<file path="src/rtl/debug_scan_unit_pkg.sv">
// Shared types for the debug scan unit: scan target, FSM state codes and checksum step.
package debug_scan_unit_pkg;

    typedef enum logic {
        SCAN_RF = 1'b0,
        SCAN_DF = 1'b1
    } scan_mode_t;

    typedef logic [1:0] scan_state_t;
    localparam scan_state_t IDLE  = 2'd0;
    localparam scan_state_t ISSUE = 2'd1;
    localparam scan_state_t SEND  = 2'd2;
    localparam scan_state_t FIN   = 2'd3;

    // Rotate-left-by-one then fold in the new word.
    function automatic logic [31:0] csum_step(input logic [31:0] acc, input logic [31:0] d);
        return {acc[30:0], acc[31]} ^ d;
    endfunction

endpackage

</file>
<file path="src/rtl/debug_scan_unit.sv">
// Walks a window of RF or data memory through Top's debug ports and streams {addr,data} with a checksum.
// Latency: start to first out_valid 2 cycles; 2 cycles/word when out_ready stays high.
// Backpressure: out_valid/out_addr/out_data hold in SEND until out_ready; nothing is re-read during a stall.
module debug_scan_unit
    import debug_scan_unit_pkg::*;
#(
    parameter int CNT_W = 8
) (
    input  logic             clk,
    input  logic             rst_n,
    input  logic             start,
    input  logic             mode,
    input  logic [31:0]      base_addr,
    input  logic [CNT_W-1:0] count,
    output logic [4:0]       debug_addr_RF,
    input  logic [31:0]      debug_data_RF,
    output logic [31:0]      debug_addr_DF,
    input  logic [31:0]      debug_data_DF,
    output logic             out_valid,
    input  logic             out_ready,
    output logic [31:0]      out_addr,
    output logic [31:0]      out_data,
    output logic             busy,
    output logic             done,
    output logic [31:0]      checksum
);

    scan_state_t      state_q, state_d;
    scan_mode_t       mode_q, mode_d;
    logic [31:0]      cur_addr_q, cur_addr_d;
    logic [CNT_W-1:0] remaining_q, remaining_d;
    logic [31:0]      out_addr_q, out_addr_d;
    logic [31:0]      out_data_q, out_data_d;
    logic [31:0]      csum_q, csum_d;
    logic [4:0]       dbg_rf_q, dbg_rf_d;
    logic [31:0]      dbg_df_q, dbg_df_d;

    logic [31:0] next_addr;
    logic [31:0] rd_data;

    assign next_addr = (mode_q == SCAN_DF) ? cur_addr_q + 32'd4
                                           : {27'd0, cur_addr_q[4:0] + 5'd1};
    assign rd_data   = (mode_q == SCAN_DF) ? debug_data_DF : debug_data_RF;

    always_comb begin
        state_d     = state_q;
        mode_d      = mode_q;
        cur_addr_d  = cur_addr_q;
        remaining_d = remaining_q;
        out_addr_d  = out_addr_q;
        out_data_d  = out_data_q;
        csum_d      = csum_q;
        dbg_rf_d    = dbg_rf_q;
        dbg_df_d    = dbg_df_q;
        case (state_q)
            IDLE: begin
                if (start) begin
                    mode_d      = scan_mode_t'(mode);
                    remaining_d = count;
                    csum_d      = 32'd0;
                    if (scan_mode_t'(mode) == SCAN_DF) begin
                        cur_addr_d = {base_addr[31:2], 2'b00};
                        dbg_df_d   = {base_addr[31:2], 2'b00};
                    end else begin
                        cur_addr_d = {27'd0, base_addr[4:0]};
                        dbg_rf_d   = base_addr[4:0];
                    end
                    state_d = (count == '0) ? FIN : ISSUE;
                end
            end
            ISSUE: begin
                // Debug address has been stable for a full cycle, so the combinational read is settled.
                out_data_d  = rd_data;
                out_addr_d  = cur_addr_q;
                csum_d      = csum_step(csum_q, rd_data);
                remaining_d = remaining_q - CNT_W'(1);
                state_d     = SEND;
            end
            SEND: begin
                if (out_ready) begin
                    if (remaining_q != '0) begin
                        cur_addr_d = next_addr;
                        if (mode_q == SCAN_DF) dbg_df_d = next_addr;
                        else                   dbg_rf_d = next_addr[4:0];
                        state_d = ISSUE;
                    end else begin
                        state_d = FIN;
                    end
                end
            end
            FIN:     state_d = IDLE;
            default: state_d = IDLE;
        endcase
    end

    always_ff @(posedge clk or negedge rst_n) begin
        if (!rst_n) begin
            state_q     <= IDLE;
            mode_q      <= SCAN_RF;
            cur_addr_q  <= 32'd0;
            remaining_q <= '0;
            out_addr_q  <= 32'd0;
            out_data_q  <= 32'd0;
            csum_q      <= 32'd0;
            dbg_rf_q    <= 5'd0;
            dbg_df_q    <= 32'd0;
        end else begin
            state_q     <= state_d;
            mode_q      <= mode_d;
            cur_addr_q  <= cur_addr_d;
            remaining_q <= remaining_d;
            out_addr_q  <= out_addr_d;
            out_data_q  <= out_data_d;
            csum_q      <= csum_d;
            dbg_rf_q    <= dbg_rf_d;
            dbg_df_q    <= dbg_df_d;
        end
    end

    assign debug_addr_RF = dbg_rf_q;
    assign debug_addr_DF = dbg_df_q;
    assign out_valid     = (state_q == SEND);
    assign out_addr      = out_addr_q;
    assign out_data      = out_data_q;
    assign busy          = (state_q != IDLE);
    assign done          = (state_q == FIN);
    assign checksum      = csum_q;

endmodule

</file>
<file path="config.mk">
export PLATFORM = sky130hd
export DESIGN_NAME = debug_scan_unit
export DESIGN_NICKNAME = d
export VERILOG_FILES = /design/src/rtl/debug_scan_unit_pkg.sv /design/src/rtl/debug_scan_unit.sv
export SDC_FILE = /design/constraint.sdc
export NUM_CORES = 1
export LEC_CHECK = 0
export ABC_AREA = 1
export BUFFER_PORTS_ARGS = -buffer_cell sky130_fd_sc_hd__buf_2
export CELL_PAD_IN_SITES_DETAIL_PLACEMENT = 0
export CELL_PAD_IN_SITES_GLOBAL_PLACEMENT = 2
export CORE_ASPECT_RATIO = 1.25
export CORE_MARGIN = 1
export CORE_UTILIZATION = 30
export CTS_BUF_LIST = sky130_fd_sc_hd__clkbuf_4 sky130_fd_sc_hd__clkbuf_8
export DETAILED_ROUTE_END_ITERATION = 16
export PLACE_DENSITY = 0.84
export SLEW_MARGIN = 20
export SYNTH_ARGS = -nofsm -noshare
export SYNTH_HDL_FRONTEND = slang
export SYNTH_SLANG_ARGS = --single-unit
</file>
<file path="constraint.sdc">
create_clock -name clk -period 2.4 [get_ports clk]
set_clock_uncertainty 0.2 [all_clocks]
set_input_delay 0.12 -clock clk [delete_from_list [all_inputs] [get_ports clk]]
set_output_delay 0.12 -clock clk [all_outputs]
set_load 0.02 [all_outputs]
</file>
# [Yosys cells after proc, flatten, opt, wreduce, memory -nomap -nowiden]
# Cells that the tools add are included.
# Widths: inputs -> output; s select.
[word_totals] regBits=176 in_bits=109 out_inout_bits=136 word_cells=63
[classes] n_addsub=3 n_eq_ne=10 n_mux=28 bitwise=1 reduce_logical=12
[ops] operator="$mux 32" n=12
[ops] operator="$pmux 32 s2" n=3
[ops] operator="$add 32x3->32 const B" n=1
[ops] operator="$xor 32x32->32" n=1
[ops] operator="$mux 5" n=5
[ops] operator="$pmux 8 s2" n=1
[ops] operator="$reduce_and 6->1" n=2
[ops] operator="$pmux 5 s2" n=1
[ops] operator="$logic_not 8->1" n=1
[ops] operator="$mux 2" n=4
[ops] operator="$mux 8" n=1
[ops] operator="$ne 2x2->1 const B" n=4
[ops] operator="$pmux 2 s4" n=1
[ops] operator="$reduce_bool 8->1" n=1
[ops] operator="$sub 8x1->8 const B" n=1
[ops] operator="$ne 2x1->1 const B" n=3
[ops] operator="$reduce_and 2->1" n=3
[ops] operator="$reduce_bool 2->1" n=3
[ops] operator="$add 5x1->5 const B" n=1
[ops] operator="$eq 2x2->1 const B" n=2
[ops] operator="$reduce_and 4->1" n=1
[ops] operator="$eq 2x1->1 const B" n=1
[ops] operator="$logic_not 2->1" n=1

# [Depth between registers and ports, before layout]
# Gate-level depths: netlist (run 1).
[depth] word_depth=6 depth_mapped=11 mapped_depth_nobuf=10

# [Worst setup path before layout (run 1)]
# Ideal clock, no wire load.
[synth_timing] path_kind="reg-to-reg" from="register cur_addr_q[2]" to="register cur_addr_q[14]" t_arrival_ns=1.403 t_required_ns=2.069 path_slack_ns=0.666 stages_incl_launch_ff=11 path_buffers=0 synth_period_minus_slack_ns=1.734 cell_sequence="dfrtp_1 > ha_1 > nand2_1 > nor2_1 > nand3_1 > inv_1 > nand2_1 > nand3_1 > nand2_1 > nand2_1 > o21ai_0"
[synth_between] elab_chain_cells=5
[synth_lines] item="start, declared" line_no="debug_scan_unit.sv:30" text="logic [31:0] cur_addr_q, cur_addr_d;"
[synth_lines] item="start signal, assigned" line_no="debug_scan_unit.sv:110" text="cur_addr_q <= cur_addr_d;"
[synth_lines] item="$add 32x3->32" line_no="debug_scan_unit.sv:41" text="assign next_addr = (mode_q == SCAN_DF) ? cur_addr_q + 32'd4"
[synth_lines] item="$mux 32" line_no="debug_scan_unit.sv:41"
[synth_lines] item="$mux 32" line_no="debug_scan_unit.sv:81" text="if (remaining_q != '0) begin"
[synth_lines] item="$mux 32" line_no="debug_scan_unit.sv:80" text="if (out_ready) begin"
[synth_lines] item="$pmux 32 s2" line_no="debug_scan_unit.sv:55" text="case (state_q)"
# Every way passes these cells. The select of a mux whose other input is x is not followed.
# A chain may end at the register's enable or synchronous reset.

# [Worst setup path after layout (run 1)]
[layout_timing] from="input count[2]" to="register state_q[1]"
[layout_between] elab_chain_cells=4
[layout_lines] item="start, declared" line_no="debug_scan_unit.sv:14" text="input logic [CNT_W-1:0] count,"
[layout_lines] item="$logic_not 8->1" line_no="debug_scan_unit.sv:68" text="state_d = (count == '0) ? FIN : ISSUE;"
[layout_lines] item="$mux 2" line_no="debug_scan_unit.sv:68"
[layout_lines] item="$mux 2" line_no="debug_scan_unit.sv:57" text="if (start) begin"
[layout_lines] item="$pmux 2 s4" line_no="debug_scan_unit.sv:55"
[layout_lines] item="end signal, assigned" line_no="debug_scan_unit.sv:108" text="state_q <= state_d;"
[layout_lines] item="end, declared" line_no="debug_scan_unit.sv:28" text="scan_state_t state_q, state_d;"
# Every way passes these cells. The select of a mux whose other input is x is not followed.

==> results.md, run 1 <==
Outcome:
- The run finished with clean final reports.

Clock network:
- TritonCTS built the clock tree.
- The number of buffers between clock root and the deepest sink is 2.
- Clock-pin slew was measured on the worst setup and hold paths at 0.10 ns.
- The CTS buffer count is 17.
- In this run the clock root is driven by a sky130_fd_sc_hd__clkbuf_8.
- The number of clock sinks is 176.
- Once the clock tree was built, the setup fixing pass inserted 0 buffers.
- At the later pin of the worst-skew pair, clock insertion delay measures 0.49 ns.
- The H-tree was split into 4 levels.

Drt:
- The initial detailed-routing violation count is 450.
- The final layout contains routed wiring with a total length of 31160 um.
- The count of nets left with antenna violations once routing finished came out at 0.
- The detailed-router iteration count before antenna repair is 5.
- The post-detailed-route via-to-cell ratio is 4.595.
- Across all layers, the routed design uses 8942 vias.
- The detail-routed net length per standard cell is 16.01 um.
- The number of remaining DRC errors is 0.

Timing:
- In the finished design, the share of the clock period the worst path needs comes to 97.09%.
- Setup violations remaining at the end of the flow were counted as 0.
- In this run the tightest slew margin relative to its limit is 52.63%.
- The worst path in the final design needs a cycle of 2.330 ns, including I/O delays and setup.
- The transition time of the tightest slew-check pin is 0.7031 ns.
- For this run, the top clock speed supported by timing is 429.2 MHz.
- The number of max-slew violations in the final report is 0.
- The number of hold-slack violations in the final timing report is 0.
- Setup repair after global routing could not meet its margin everywhere.

Yosys:
- The top cell type by total area after synthesis is sky130_fd_sc_hd__dfrtp_1.
- The commonest cells after synthesis are sky130_fd_sc_hd__nand2_1, sky130_fd_sc_hd__dfrtp_1, sky130_fd_sc_hd__nor2_1.
- The number of distinct library cells after synthesis is 29.
- In the synthesized netlist, the number of instances is 1187.
- The most used flip-flop cell after synthesis is sky130_fd_sc_hd__dfrtp_1.
- The async set or reset register ratio after synthesis is 100.0%.
- Of the synthesized area, sequential elements account for 50.06%.
- Yosys instantiated no cell more often than sky130_fd_sc_hd__nand2_1.
- Sorting the synthesized cells by area gives the leading types as sky130_fd_sc_hd__dfrtp_1, sky130_fd_sc_hd__nand2_1, sky130_fd_sc_hd__o21ai_0.
- Each instance of the synthesized netlist takes up on average 7.411 sq um.
- The top cell type's share of synthesized area is 50.06%.
- The synthesis warning total is 0.
- The number of nets produced by synthesis is 1300.
- Yosys mapped a number of flops with a built-in enable equal to 0.
- The synthesized design contains 176 register bits.
- The cell area that synthesis handed to floorplanning was 0.008797 sq mm.

Setup path:
- For the worst setup path, the data required time is 2.59 ns.
- The critical-path cell with the highest stage delay is sky130_fd_sc_hd__dlygate4sd3_1.
- The category of the critical setup timing path is input port to register.
- The total stage count of the critical path is 7.
- STA classifies the critical path endpoint as a register.
- On the critical path the largest part of the delay comes from buffers and inverters.
- STA classifies the critical path startpoint as an input port.
- The worst reg-to-reg path cell count is 8.
- The worst path buffer plus inverter count is 4.
- Traced cell by cell, the critical path runs through dlygate4sd3_1, buf_2, nor4_1, dlygate4sd3_1, a21oi_1, dlygate4sd3_1, o21ai_0.
- STA puts the critical path data arrival time at 2.52 ns.
- The most frequent cell on the critical path is sky130_fd_sc_hd__dlygate4sd3_1.
- The maximum fanout count along the critical path is 2.
- In this design, the stage delay of the slowest critical-path cell is 0.61 ns.

Floorplan:
- For this configuration, the core starts out at a cell density of 30.69%.
- The initialized floorplan defines 69 standard-cell rows.
- The overall die area is 0.03002 sq mm.
- The die is 155.2 um wide.
- The core region is 0.02866 sq mm.
- The number of ports placed on the die boundary is 245.
- The height of the chip is 193.5 um.

Global route:
- The first-pass GRT wire length is 48800 um.
- The maximum number of pins on one net before global-route repair is 94.
- The via count of the first global-routing pass was 9086.
- The residual overflow from global routing is 0.
- Global routing used 21.11% of the available tracks across all layers.
- The initial antenna violation count is 0.

Run:
- The tool flagged a number of max-cap violations equal to 0.

Power:
- The clock network fraction of design power is 13.9%.
- The power share of the combinational group is 52.9%.
- The switching part of the total power is 48.16%.
- The internal cell power is 0.008514 W.
- VDD sags by at most 0.0005240 V.
- The overall power consumption is 0.01642 W.
- The register share of total power is 33.2%.
- The net switching component of the power is 0.007910 W.
- The power density over the cells is 1345 mW/mm^2.
- The leakage component of the power is 6.243 nW.

Worst hold path:
- The worst hold-check path type is input port to async pin.

Finish:
- In the final layout, the share of cells above drive strength 1 is 20.18%.
- The area of combinational cells with multiple inputs is 0.003652 sq mm.
- Cells fill 42.59% of the core in the end.
- The count of fill cells added during filler insertion is 2990.
- The area taken by flip-flops and latches is 0.004404 sq mm.
- The antenna diode count is 0.
- The net total in the final layout is 1656.
- The area growth from synthesis to layout is 38.77%.

Placement:
- The weighted congestion reported at the end of routability-driven placement is 0.8721.
- Port buffering added 244 buffers.
- The sum of net half-perimeters after detailed placement is 22480 um.
==> sequential cells by signal (all words and copies together) (netlist names) <==
| signal | count |
|---|---|
| mode_q | 1 |
| cur_addr_q | 32 |
| out_data | 32 |
| debug_addr_DF | 32 |
| remaining_q | 8 |
| out_addr | 32 |
| checksum | 32 |
| debug_addr_RF | 5 |
| state_q | 2 |
==> layout make-up <==
class / instances / area share [%]
clock buffer: 21 / 2.316
clock inverter: 11 / 1.261
inverter: 147 / 4.571
multi-input combinational: 817 / 29.92
sequential: 176 / 36.08
tap: 390 / 3.997
timing repair buffer: 384 / 21.86
==> tightest hold or removal path, delay by kind of cell <==
family                 cells  cell delay, ns
buffers and inverters      3            0.98
==> worst paths after layout <==
kind	start	endpoint	slack [ns]
max in group asynchronous	rst_n	debug_addr_DF[8]$_DFFE_PN0P_	1.63
max reg2reg	cur_addr_q[2]$_DFFE_PN0P_	cur_addr_q[20]$_DFFE_PN0P_	0.13
min	rst_n	checksum[22]$_DFFE_PN0P_	0.04
max	count[2]	state_q[1]$_DFFE_PN0P_	0.07
min in group clk	base_addr[4]	debug_addr_RF[4]$_DFFE_PN0P_	0.04
min reg2reg	debug_addr_DF[8]$_DFFE_PN0P_	debug_addr_DF[8]$_DFFE_PN0P_	0.28
==> stage by stage <==
| step | cell area (sq um) | hold WS (ns) | setup TNS (ns) | std cells | setup slack (ns) |
|---|---|---|---|---|---|
| finish | 12210 | 0.03760 | 0 | 1946 | 0.06984 |
| global route | 12210 | 0.01308 | -0.04822 | 1946 | -0.03223 |
| CTS | 12200 | 0.01458 | 0 | 1946 | 0.06378 |
| detailed placement | 10560 | -0.09566 | 0 | 1795 | 0.1630 |
| global placement | 10560 | -0.09369 | 0 | 1795 | 0.1944 |
| floorplan | 8797 | -0.3756 | 0 | 1187 | 0.6662 |
==> power by group through the flow <==
| stage | Sequential (W) | Combinational (W) | Clock [W] |
|---|---|---|---|
| global placement | 0.00550 | 0.00817 | 0 |
| detailed placement | 0.00551 | 0.00826 | 0 |
| finish | 0.00545 | 0.00868 | 0.00229 |
| global route | 0.00564 | 0.00970 | 0.00248 |
| CTS | 0.00547 | 0.00877 | 0.00238 |
| floorplan | 0.00651 | 0.00413 | 0 |
==> cells by family after synthesis <==
| logic type | Yosys count | share of synthesized area, % |
|---|---|---|
| flip-flops | 176 | 50.06 |
| AO/OA/AOI/OAI | 238 | 14.29 |
| buffers and inverters | 194 | 8.505 |
| adder cells (fa/ha/maj) | 4 | 0.5689 |
| AND/OR/NAND/NOR | 563 | 25.37 |
| XOR/XNOR | 12 | 1.195 |
==> layout by cell type, fill, tap and decap left out, types with 4 or more instances in the layout <==
| cell | synthesis | final |
|---|---|---|
| sky130_fd_sc_hd__a21oi_1 | 56 | 56 |
| sky130_fd_sc_hd__a31oi_1 | 7 | 7 |
| sky130_fd_sc_hd__buf_12 | 0 | 6 |
| sky130_fd_sc_hd__buf_2 | 10 | 243 |
| sky130_fd_sc_hd__buf_4 | 2 | 15 |
| sky130_fd_sc_hd__clkbuf_8 | 0 | 20 |
| sky130_fd_sc_hd__clkinv_4 | 0 | 4 |
| sky130_fd_sc_hd__dfrtp_1 | 176 | 176 |
| sky130_fd_sc_hd__dlygate4sd3_1 | 0 | 118 |
| sky130_fd_sc_hd__ha_1 | 4 | 4 |
| sky130_fd_sc_hd__inv_1 | 140 | 140 |
| sky130_fd_sc_hd__inv_2 | 6 | 5 |
| sky130_fd_sc_hd__nand2_1 | 341 | 340 |
| sky130_fd_sc_hd__nand3_1 | 51 | 51 |
| sky130_fd_sc_hd__nor2_1 | 155 | 155 |
| sky130_fd_sc_hd__o21ai_0 | 134 | 134 |
| sky130_fd_sc_hd__o22ai_1 | 32 | 32 |
| sky130_fd_sc_hd__xor2_1 | 12 | 12 |
==> what timing repair did <==
| action | 4_1_cts | 5_1_grt |
|---|---|---|
| endpoints found under the hold margin | 315 | 0 |
| hold buffers | 119 | 0 |
| gates resized for setup | 0 | 3 |
| setup endpoints to repair | 0 | 7 |
==> per-layer routing <==
metal / vias up / GRT usage, % / routed length, um
li1: 4469 / - / -
met1: 4162 / 24.36 / 12950
met2: 270 / 38.29 / 15880
met3: 41 / 3.808 / 1497
met4: 0 / 8.067 / 830
met5: - / 0 / 0
Note: power is estimated with default switching activity, not from simulation.
==> inputs of run 2 (changes only) <==
--- a/config.mk
+++ b/config.mk
@@ -9,7 +9,7 @@
 export BUFFER_PORTS_ARGS = -buffer_cell sky130_fd_sc_hd__buf_2
 export CELL_PAD_IN_SITES_DETAIL_PLACEMENT = 0
 export CELL_PAD_IN_SITES_GLOBAL_PLACEMENT = 2
-export CORE_ASPECT_RATIO = 1.25
+export CORE_ASPECT_RATIO = 1.4
 export CORE_MARGIN = 1
 export CORE_UTILIZATION = 30
 export CTS_BUF_LIST = sky130_fd_sc_hd__clkbuf_4 sky130_fd_sc_hd__clkbuf_8
==> run 2 against run 1 <==
  * Maximum frequency rose by 2.1%
  * Setup slack better by 0.048 ns
  * Count of clock-buffer cells in the layout increased by 1
  * Power decreased by 1.2%
  * Sequential power shrank 0.7%
==> results.md, run 2 (synthesis results as in run 1) <==
Outcome:
- The flow ran to the end, and the final reports show no timing, DRC or antenna violations.

Timing:
- The transition time of the tightest slew-check pin is 0.8420 ns (+0.1389 ns).
- The headroom to the max-slew limit came to 43.73% (-8.9 points).
- The ratio of final minimum period to clock period was 95.07% (-2.0 points).
- The accumulated negative setup slack is 0 ns (unchanged).
- The number of hold-slack violations in the final timing report is 0 (unchanged).
- The clock period minus final worst setup slack is 2.282 ns (-0.04839 ns).
- The highest clock rate came to 438.3 MHz (+2.1%).
- The number of setup violations in the final report is 0 (unchanged).
- The number of max-slew violations in the final report is 0 (unchanged).
- Setup repair after global routing left no endpoint under its margin.

Global route:
- The maximum number of pins on one net before global-route repair is 85 (-9.6%).
- The first-pass GRT wire length came to 49000 um (+0.40%).
- The total routing usage reported by global routing is 21.18% (+0.068 points).
- The via count of the first global-routing pass is 9012 (-0.81%).
- The initial antenna violation count is 1 (+1).
- The residual overflow from global routing is 0 (unchanged).

Clock network:
- TritonCTS built the clock tree.
- The source-to-sink clock delay at the later pin of the worst-skew pair is 0.47 ns (-0.02 ns).
- The number of buffers between clock root and the deepest sink was 2 (unchanged).
- The number of clock sinks is 176 (unchanged).
- The root cell of the clock tree is sky130_fd_sc_hd__clkbuf_8.
- The total number of H-tree levels is 4 (unchanged).
- The CTS buffer count is 17 (unchanged).
- The clock-pin transition on the worst setup and hold timing paths is 0.09 ns (about the same).

Setup path:
- The required time of the critical path is 2.59 ns (about the same).
- The worst reg-to-reg path cell count came to 7 (-1).
- The worst setup path is launched from an input port.
- The maximum fanout count along the critical path is 2 (unchanged).
- The arrival time of data at the critical path endpoint is 2.47 ns (-0.05 ns).
- The worst setup path is captured at a register.
- The category of the critical setup timing path is input port to register.
- The launch point of the worst reg-to-reg path is state_q[0]$_DFFE_PN0P_.
- The launch point of the critical path is count[2].

Worst hold path:
- The beginning of the worst hold path is base_addr[4].
- The number of stages on the worst hold path is 5.
- The worst hold-check path type is input port to register.

Finish:
- The count of fill cells added during filler insertion is 3018 (+0.94%).
- The commonest non-fill, non-tap cell in the layout is sky130_fd_sc_hd__nand2_1.
- From synthesis to final layout, the design area changed by 37.90%.
- The final standard cell area without fillers is 0.01213 sq mm (-0.63%).
- The share of layout cells above drive strength 1 came to 20.06% (-0.12 points).
- The net total in the final layout was 1656 (unchanged).
- In the layout the commonest cells are sky130_fd_sc_hd__nand2_1, sky130_fd_sc_hd__buf_2, sky130_fd_sc_hd__dfrtp_1, sky130_fd_sc_hd__nor2_1, sky130_fd_sc_hd__inv_1.

Drt:
- The number of vias in the routed layout is 8919 (-0.26%).
- The final antenna-violating net count was 0 (unchanged).
- The number of remaining DRC errors is 0 (unchanged).
- The post-detailed-route via-to-cell ratio came to 4.619 (+0.52%).
- The detail-routed net length per standard cell was 16.13 um (+0.75%).
- The detailed-router iteration count before antenna repair is 4 (-1).
- The total length of routed wires is 31150 um (about the same).
- The initial detailed-routing violation count is 354 (-21%).

Placement:
- The count of input and output buffers is 244 (unchanged).
- The weighted congestion reported at the end of routability-driven placement is 0.8882 (+1.8%).
- The placed standard-cell area was 0.01053 sq mm (-0.30%).
- The sum of net half-perimeters after detailed placement is 22820 um (+1.5%).

Power:
- The switching part of the total power is 48.34% (+0.18 points).
- The power density over the cells came to 1338 mW/mm^2 (-0.56%).
- The internal cell power was 0.008385 W (-1.5%).
- The power share of the combinational group is 53.5% (+0.6 points).
- The worst-case vdd ir drop came to 0.0007029 V (+34%).
- The register share of total power is 33.3% (about the same).
- The leakage component of the power is 6.231 nW (-0.19%).
- The clock network fraction of design power was 13.1% (-0.8 points).
- The net switching component of the power was 0.007846 W (-0.82%).

Floorplan:
- The starting density of the core is 30.77% (+0.079 points).
- The number of ports placed on the die boundary was 245 (unchanged).
- The placeable core region came to 0.02859 sq mm (-0.26%).
- The overall die area came to 0.03002 sq mm (about the same).
- The row count is 73 (+5.8%).
- The height of the chip was 204.6 um (+5.8%).
- The width of the die is 146.7 um (-5.4%).

Run:
- The max-cap check violation count came to 0 (unchanged).
-- run 2: per-layer routing --
metal  track usage, %  vias up  wire (um)  share of wire [%]
li1                 -     4478          -                  -
met1            23.67     4179      12630                 41
met2            40.37      234      16590                 53
met3            3.630       28       1342                4.3
met4            6.510        0        584                1.9
met5                0        -          0                  0
-- run 2: through the flow --
stage | util (%) | power [W] | cells | hold slack (ns) | worst slack [ns]
after floorplan | - | 0.01064 | 1187 | -0.3756 | 0.6662
after global placement | 36.82 | 0.01368 | 1780 | -0.1925 | 0.2063
after detailed placement | 36.82 | 0.01378 | 1780 | -0.1945 | 0.1692
after CTS | 42.41 | 0.01647 | 1930 | 0.06110 | 0.05391
after global routing | 42.43 | 0.01766 | 1930 | 0.06799 | 0.004421
final | 42.44 | 0.01623 | 1931 | 0.08363 | 0.1182
-- run 2: repair_timing --
action,CTS,global route
endpoints found under the setup margin,0,6
gates resized for setup,0,1
setup buffers,0,0
hold buffers,119,0
hold endpoints to repair,315,0
-- run 2: final cells by class --
| type | count | area (sq um) | area share (%) |
|---|---|---|---|
| sequential | 176 | 4404 | 36.30 |
| multi-input combinational | 817 | 3652 | 30.11 |
| timing repair buffer | 384 | 2653 | 21.86 |
| inverter | 147 | 551.8 | 4.548 |
| tap | 375 | 469.2 | 3.868 |
| clock buffer | 22 | 290.3 | 2.393 |
| clock inverter | 9 | 108.9 | 0.8973 |
| antenna | 1 | 2.502 | 0.02063 |
-- run 2: final timing paths --
kind / end / slack [ns]
max: state_q[1]$_DFFE_PN0P_ / 0.12
min: debug_addr_RF[4]$_DFFE_PN0P_ / 0.08
max reg2reg: out_data[26]$_DFFE_PN0P_ / 0.13
min reg2reg: debug_addr_DF[8]$_DFFE_PN0P_ / 0.28
max in group asynchronous: debug_addr_DF[9]$_DFFE_PN0P_ / 0.96
min in group asynchronous: checksum[19]$_DFFE_PN0P_ / 0.54
-- run 2: power groups by stage --
stage	clock network (W)	logic, W	registers (W)
after global placement	0	0.00823	0.00546
final	0.00213	0.00869	0.00541
after floorplan	0	0.00413	0.00651
after global routing	0.00232	0.00972	0.00561
after detailed placement	0	0.00829	0.00549
after CTS	0.00222	0.00881	0.00544
-- run 2: critical path, cell delays in order --
cell and delay (ns):
sky130_fd_sc_hd__dlygate4sd3_1 0.53, sky130_fd_sc_hd__buf_2 0.14, sky130_fd_sc_hd__nor4_1 0.24, sky130_fd_sc_hd__dlygate4sd3_1 0.58, sky130_fd_sc_hd__a21oi_1 0.08, sky130_fd_sc_hd__dlygate4sd3_1 0.59
sky130_fd_sc_hd__o21ai_0 0.18
